**src/rtl/button_event.sv**
```systemverilog
// button_event: turns a debounced button level into one-cycle UI strobes.
// Auto-repeat while held is built only when BUTTON_AUTO_REPEAT_EN is defined.
//
// Ports:
//   clk        system clock
//   reset_n    asynchronous active-low reset
//   clean      debounced level, synchronous to clk, 1 = pressed
//   pressed    registered copy of clean
//   press      strobe: button went down
//   release_ev strobe: button went up
//   click      strobe: single short click confirmed
//   dclick     strobe: second press inside the double-click window
//   long_press strobe: hold reached LONG_CYCLES
//   repeat_ev  strobe: auto-repeat while held (0 without the macro)
module button_event #(
    parameter int CBITS         = 26,
    parameter int LONG_CYCLES   = 32500000,
    parameter int REPEAT_CYCLES = 6500000,
    parameter int DCLICK_CYCLES = 19500000
) (
    input  logic clk,
    input  logic reset_n,
    input  logic clean,
    output logic pressed,
    output logic press,
    output logic release_ev,
    output logic click,
    output logic dclick,
    output logic long_press,
    output logic repeat_ev
);

    typedef enum logic [1:0] {
        IDLE,
        PRESSED,
        HELD,
        WAIT_SECOND
    } state_t;

    localparam logic [CBITS-1:0] LONG_M1 = CBITS'(LONG_CYCLES - 1);
    localparam logic [CBITS-1:0] DCLK_M1 = CBITS'(DCLICK_CYCLES - 1);
`ifdef BUTTON_AUTO_REPEAT_EN
    localparam logic [CBITS-1:0] REP_M1  = CBITS'(REPEAT_CYCLES - 1);
`endif

    state_t           state, state_n;
    logic [CBITS-1:0] count, count_n;
    logic             second, second_n;
    // A level already high at reset release is not a press; wait for a low.
    logic             armed;
    logic             rise, fall;
    logic             press_n, release_n, click_n;
    logic             dclick_n, long_n, repeat_n;

    assign rise = clean & ~pressed;
    assign fall = ~clean & pressed;

    // State register and registered strobes
    always_ff @(posedge clk or negedge reset_n) begin
        if (!reset_n) begin
            state      <= IDLE;
            count      <= '0;
            second     <= 1'b0;
            armed      <= 1'b0;
            pressed    <= 1'b0;
            press      <= 1'b0;
            release_ev <= 1'b0;
            click      <= 1'b0;
            dclick     <= 1'b0;
            long_press <= 1'b0;
            repeat_ev  <= 1'b0;
        end else begin
            state      <= state_n;
            count      <= count_n;
            second     <= second_n;
            armed      <= armed | ~clean;
            pressed    <= clean;
            press      <= press_n;
            release_ev <= release_n;
            click      <= click_n;
            dclick     <= dclick_n;
            long_press <= long_n;
            repeat_ev  <= repeat_n;
        end
    end

    // Next-state and interval counter
    always_comb begin
        state_n  = state;
        count_n  = count + 1'b1;
        second_n = second;
        unique case (state)
            IDLE: begin
                count_n = '0;
                if (rise && armed) begin
                    state_n  = PRESSED;
                    second_n = 1'b0;
                end
            end
            PRESSED: begin
                if (fall) begin
                    state_n = second ? IDLE : WAIT_SECOND;
                    count_n = '0;
                end else if (count == LONG_M1) begin
                    state_n = HELD;
                    count_n = '0;
                end
            end
            HELD: begin
                if (fall) begin
                    state_n = IDLE;
                    count_n = '0;
                end else begin
`ifdef BUTTON_AUTO_REPEAT_EN
                    if (count == REP_M1)
                        count_n = '0;
`else
                    count_n = '0;
`endif
                end
            end
            WAIT_SECOND: begin
                if (rise) begin
                    state_n  = PRESSED;
                    second_n = 1'b1;
                    count_n  = '0;
                end else if (count == DCLK_M1) begin
                    state_n = IDLE;
                    count_n = '0;
                end
            end
            default: begin
                state_n = IDLE;
                count_n = '0;
            end
        endcase
    end

    // Strobe decode, registered in the state process
    always_comb begin
        press_n   = 1'b0;
        release_n = 1'b0;
        click_n   = 1'b0;
        dclick_n  = 1'b0;
        long_n    = 1'b0;
        repeat_n  = 1'b0;
        unique case (state)
            IDLE: begin
                press_n = rise & armed;
            end
            PRESSED: begin
                if (fall)
                    release_n = 1'b1;
                else if (count == LONG_M1)
                    long_n = 1'b1;
            end
            HELD: begin
                if (fall)
                    release_n = 1'b1;
`ifdef BUTTON_AUTO_REPEAT_EN
                else if (count == REP_M1)
                    repeat_n = 1'b1;
`endif
            end
            WAIT_SECOND: begin
                if (rise) begin
                    press_n  = 1'b1;
                    dclick_n = 1'b1;
                end else if (count == DCLK_M1) begin
                    click_n = 1'b1;
                end
            end
            default: ;
        endcase
    end

endmodule

```
**config.mk**
```make
export PLATFORM = sky130hd
export DESIGN_NAME = button_event
export DESIGN_NICKNAME = d
export VERILOG_FILES = /design/src/rtl/button_event.sv
export SDC_FILE = /design/constraint.sdc
export NUM_CORES = 1
export LEC_CHECK = 0
export ABC_AREA = 1
export ABC_CLOCK_PERIOD_IN_PS = 3400
export BUFFER_PORTS_ARGS = -buffer_cell sky130_fd_sc_hd__buf_2
export CORE_MARGIN = 4
export CORE_UTILIZATION = 38
export CTS_CLUSTER_SIZE = 28
export DETAILED_ROUTE_END_ITERATION = 16
export PLACE_DENSITY = 0.56
export SYNTH_ARGS = -nofsm -noshare
export SYNTH_HDL_FRONTEND = slang
export SYNTH_SLANG_ARGS = --single-unit
```
**constraint.sdc**
```tcl
create_clock -name clk -period 3.4 [get_ports clk]
set_input_delay 0.51 -clock clk [delete_from_list [all_inputs] [get_ports clk]]
set_output_delay 0.51 -clock clk [all_outputs]
set_load 0.01 [all_outputs]
```
==> flow_summary.yaml <==
run_status:
  status: "complete, no violations"
cts:
  cts_tree: "yes"
  htree_levels: 2
  post_cts_buffers: 0
  clk_path_buf_depth: 2
  clk_latency_ns: 0.29
  cts_hold_buffers: 0
  cts.sinks: 36
  cts_buffers: 5
  cts-resized-gates: 0
  clkTransAtPathRegs_ns: 0.08
  cts-root-buf: "clkbuf_8"
floorplan:
  core_um2: 5510
  die_width_um: 83.2
  rows: 27
  start_util_pct: 39.0
  die-area_um2: 6920
  fp.dieH_um: 83.2
  num_io_pins: 10
power_and_ir_drop:
  leakage_nw: 1.03
  pwr-share-clk_pct: 33.5
  pwr-share-seq_pct: 43.3
  switchingPower_mw: 0.377
  total_power_mw: 1.13
  internal_power_mw: 0.756
  ir_worst_vdd_mv: 0.307
  p_comb_share_pct: 23.2
  p_per_area_nw_per_um2: 483
  switching_share_pct: 33.3
detailed_routing:
  drt_first_iter_violations: 66
  routed_wl_um: 4170
  routedWlPerCell_um: 11.4
  vias_per_cell: 4.54
  ant_nets: 0
  remaining_drc_errors: 0
  dr_total_vias: 1651
  drt_pass1_iterations: 4
critical_path:
  cp-end-kind: "flop"
  critical_path_arrival_ns: 1.95
  ff2ff_setup_slack_ns: 1.67
  worst_path_max_delay_cell: "dfrtp_1"
  path_buf_inv: 2
  cp_cell_sequence: "ha_1, nand3_2, clkinv_1, nand2_1, nor2_1, nand2_1, nand2_2, nand2_4, clkinv_4, nor2_1"
  ff2ff_path_depth: 10
  reg2reg_to: "count[24]"
  cp_top_family: "simple AND/OR/NAND/NOR gates"
  cp.required_ns: 3.62
  critPathMaxFanout: 24
  cp-start-kind: "flop"
  crit_type: "flop to flop"
  r2r_start: "count[0]"
  critPathMaxStageDelay_ns: 0.45
  crit_cells: 10
synthesis:
  synth_ff_type: "dfrtp_1"
  synth.distinct_cells: 28
  synth.most_common_cell: "nand2_1"
  synthCells: 279
  synth_top_cells_by_count: "nand2_1 (67), inv_1 (38), dfrtp_1 (36), nor2_1 (36), nor2_2 (21)"
  synth_fp_nets: 287
  yosysWarnings: 0
  yosys_register_bits: 36
  synth_edf_count: 0
  synth_top_area_share_pct: 41.9
  async_reset_ff_share_pct: 100
  yosysSeqAreaShare_pct: 41.9
  syn-cell-area_um2: 2150
  syn_area_per_cell_um2: 7.70
  ys_top_cells_by_area: "dfrtp_1 (42%), nand2_1 (12%), inv_1 (6.6%)"
  yosysTopAreaCell: "dfrtp_1"
cells_and_area:
  diodes: 0
  drive_above_1_share_pct: 18.2
  fin_nets: 299
  syn2layout_area_growth_pct: 9.02
timing:
  period_minus_slack_ns: 1.73
  hold_violations: 0
  min_period_over_period_pct: 51.0
  grt_setup_unrepaired: "false"
  finalClockSkew_ns: 0.00773
  setup_tns_ns: 0
  slew_headroom_pct: 47.2
  maxSlewViolCount: 0
  max_freq_ghz: 0.577
  setup_viol: 0
  worst_pin_slew_ns: 0.792
global_routing:
  grt_start_max_net_pins: 37
  grt_pass1_vias: 1598
  grt_util_all_layers_pct: 13.6
  antenna_found_initial: 0
  grt_pass1_wl_um: 7570
  overflow: 0
placement:
  dp_hpwl_um: 3190
  io_buffers: 8
  place.gp.congestion: 0.890
worst_hold_path:
  holdCritPathClass: "primary input to asynchronous set/reset pin"
flow_run:
  maxCapViolCount: 0
==> worst max-delay path by stage <==
| stage | startpoint | to |
|---|---|---|
| 6_report | count[0] | count[24] |
| 5_1_grt | count[0] | count[24] |
| 4_1_cts | count[0] | count[24] |
| 3_5_place_dp | count[0] | count[18] |
| 3_3_place_gp | count[0] | count[18] |
| 2_1_floorplan | count[0] | count[10] |
==> power by group through the flow <==
stage                     Sequential, mW  Clock [mW]  Combinational [mW]
after floorplan                    0.497           0               0.257
after global placement             0.498           0               0.272
after detailed placement           0.498           0               0.268
after CTS                          0.491       0.389               0.269
after global routing               0.496       0.414               0.307
final                              0.491       0.379               0.263
==> sequential cells by signal, summed over array words and instances (netlist names) <==
signal	flops
long_press	1
armed	1
state	2
count	26
release_ev	1
press	1
pressed	1
second	1
dclick	1
click	1
==> layout by cell type (no fill, tap or decap), drive strengths merged, types with 2 or more instances in the layout <==
master  netlist  final
ha            5      5
dfrtp        36     36
o21ai         5      5
buf           3      8
nand4         6      6
inv          40     40
nand3        17     17
xor2         11     11
clkinv        2      3
nand2        74     74
xnor2         3      3
nor3         10     10
a21oi         3      3
and3          2      2
nor2         59     59
clkbuf        0      5
==> metal layers <==
metal  GRT usage (%)  wire (um)  vias up
li1                -          -      874
met1            19.1       2070      746
met2            20.3       1860       27
met3            3.97        199        4
met4            4.01         38        0
met5               0          0        -
==> cell type report <==
type | instances | area (um2)
Fill cell | 578 | 3160
Multi-Input combinational cell | 198 | 1040
Sequential cell | 36 | 901
Inverter | 42 | 163
Tap cell | 72 | 90.1
Clock buffer | 5 | 68.8
Clock inverter | 3 | 42.5
Timing Repair Buffer | 8 | 40.0
==> through the flow <==
stage / util, % / cell area, um2 / hold slack (ns) / setup slack [ns] / instances
after floorplan: - / 2150 / 0.214 / 1.85 / 279
after global placement: 40.5 / 2230 / 0.489 / 1.68 / 356
after detailed placement: 40.5 / 2230 / 0.488 / 1.64 / 356
after CTS: 42.6 / 2340 / 0.339 / 1.63 / 364
after global routing: 42.6 / 2340 / 0.348 / 1.43 / 364
final: 42.6 / 2340 / 0.299 / 1.67 / 364
==> cell families after synthesis <==
group	Yosys count	synth area share, %
adder cells (fa/ha/maj)	5	2.91
flip-flops	36	41.9
buffers and inverters	45	9.78
XOR/XNOR	14	5.70
other	1	0.174
AO/OA/AOI/OAI	8	1.86
AND/OR/NAND/NOR	170	37.7
Note: power is estimated with default switching activity, not from simulation.
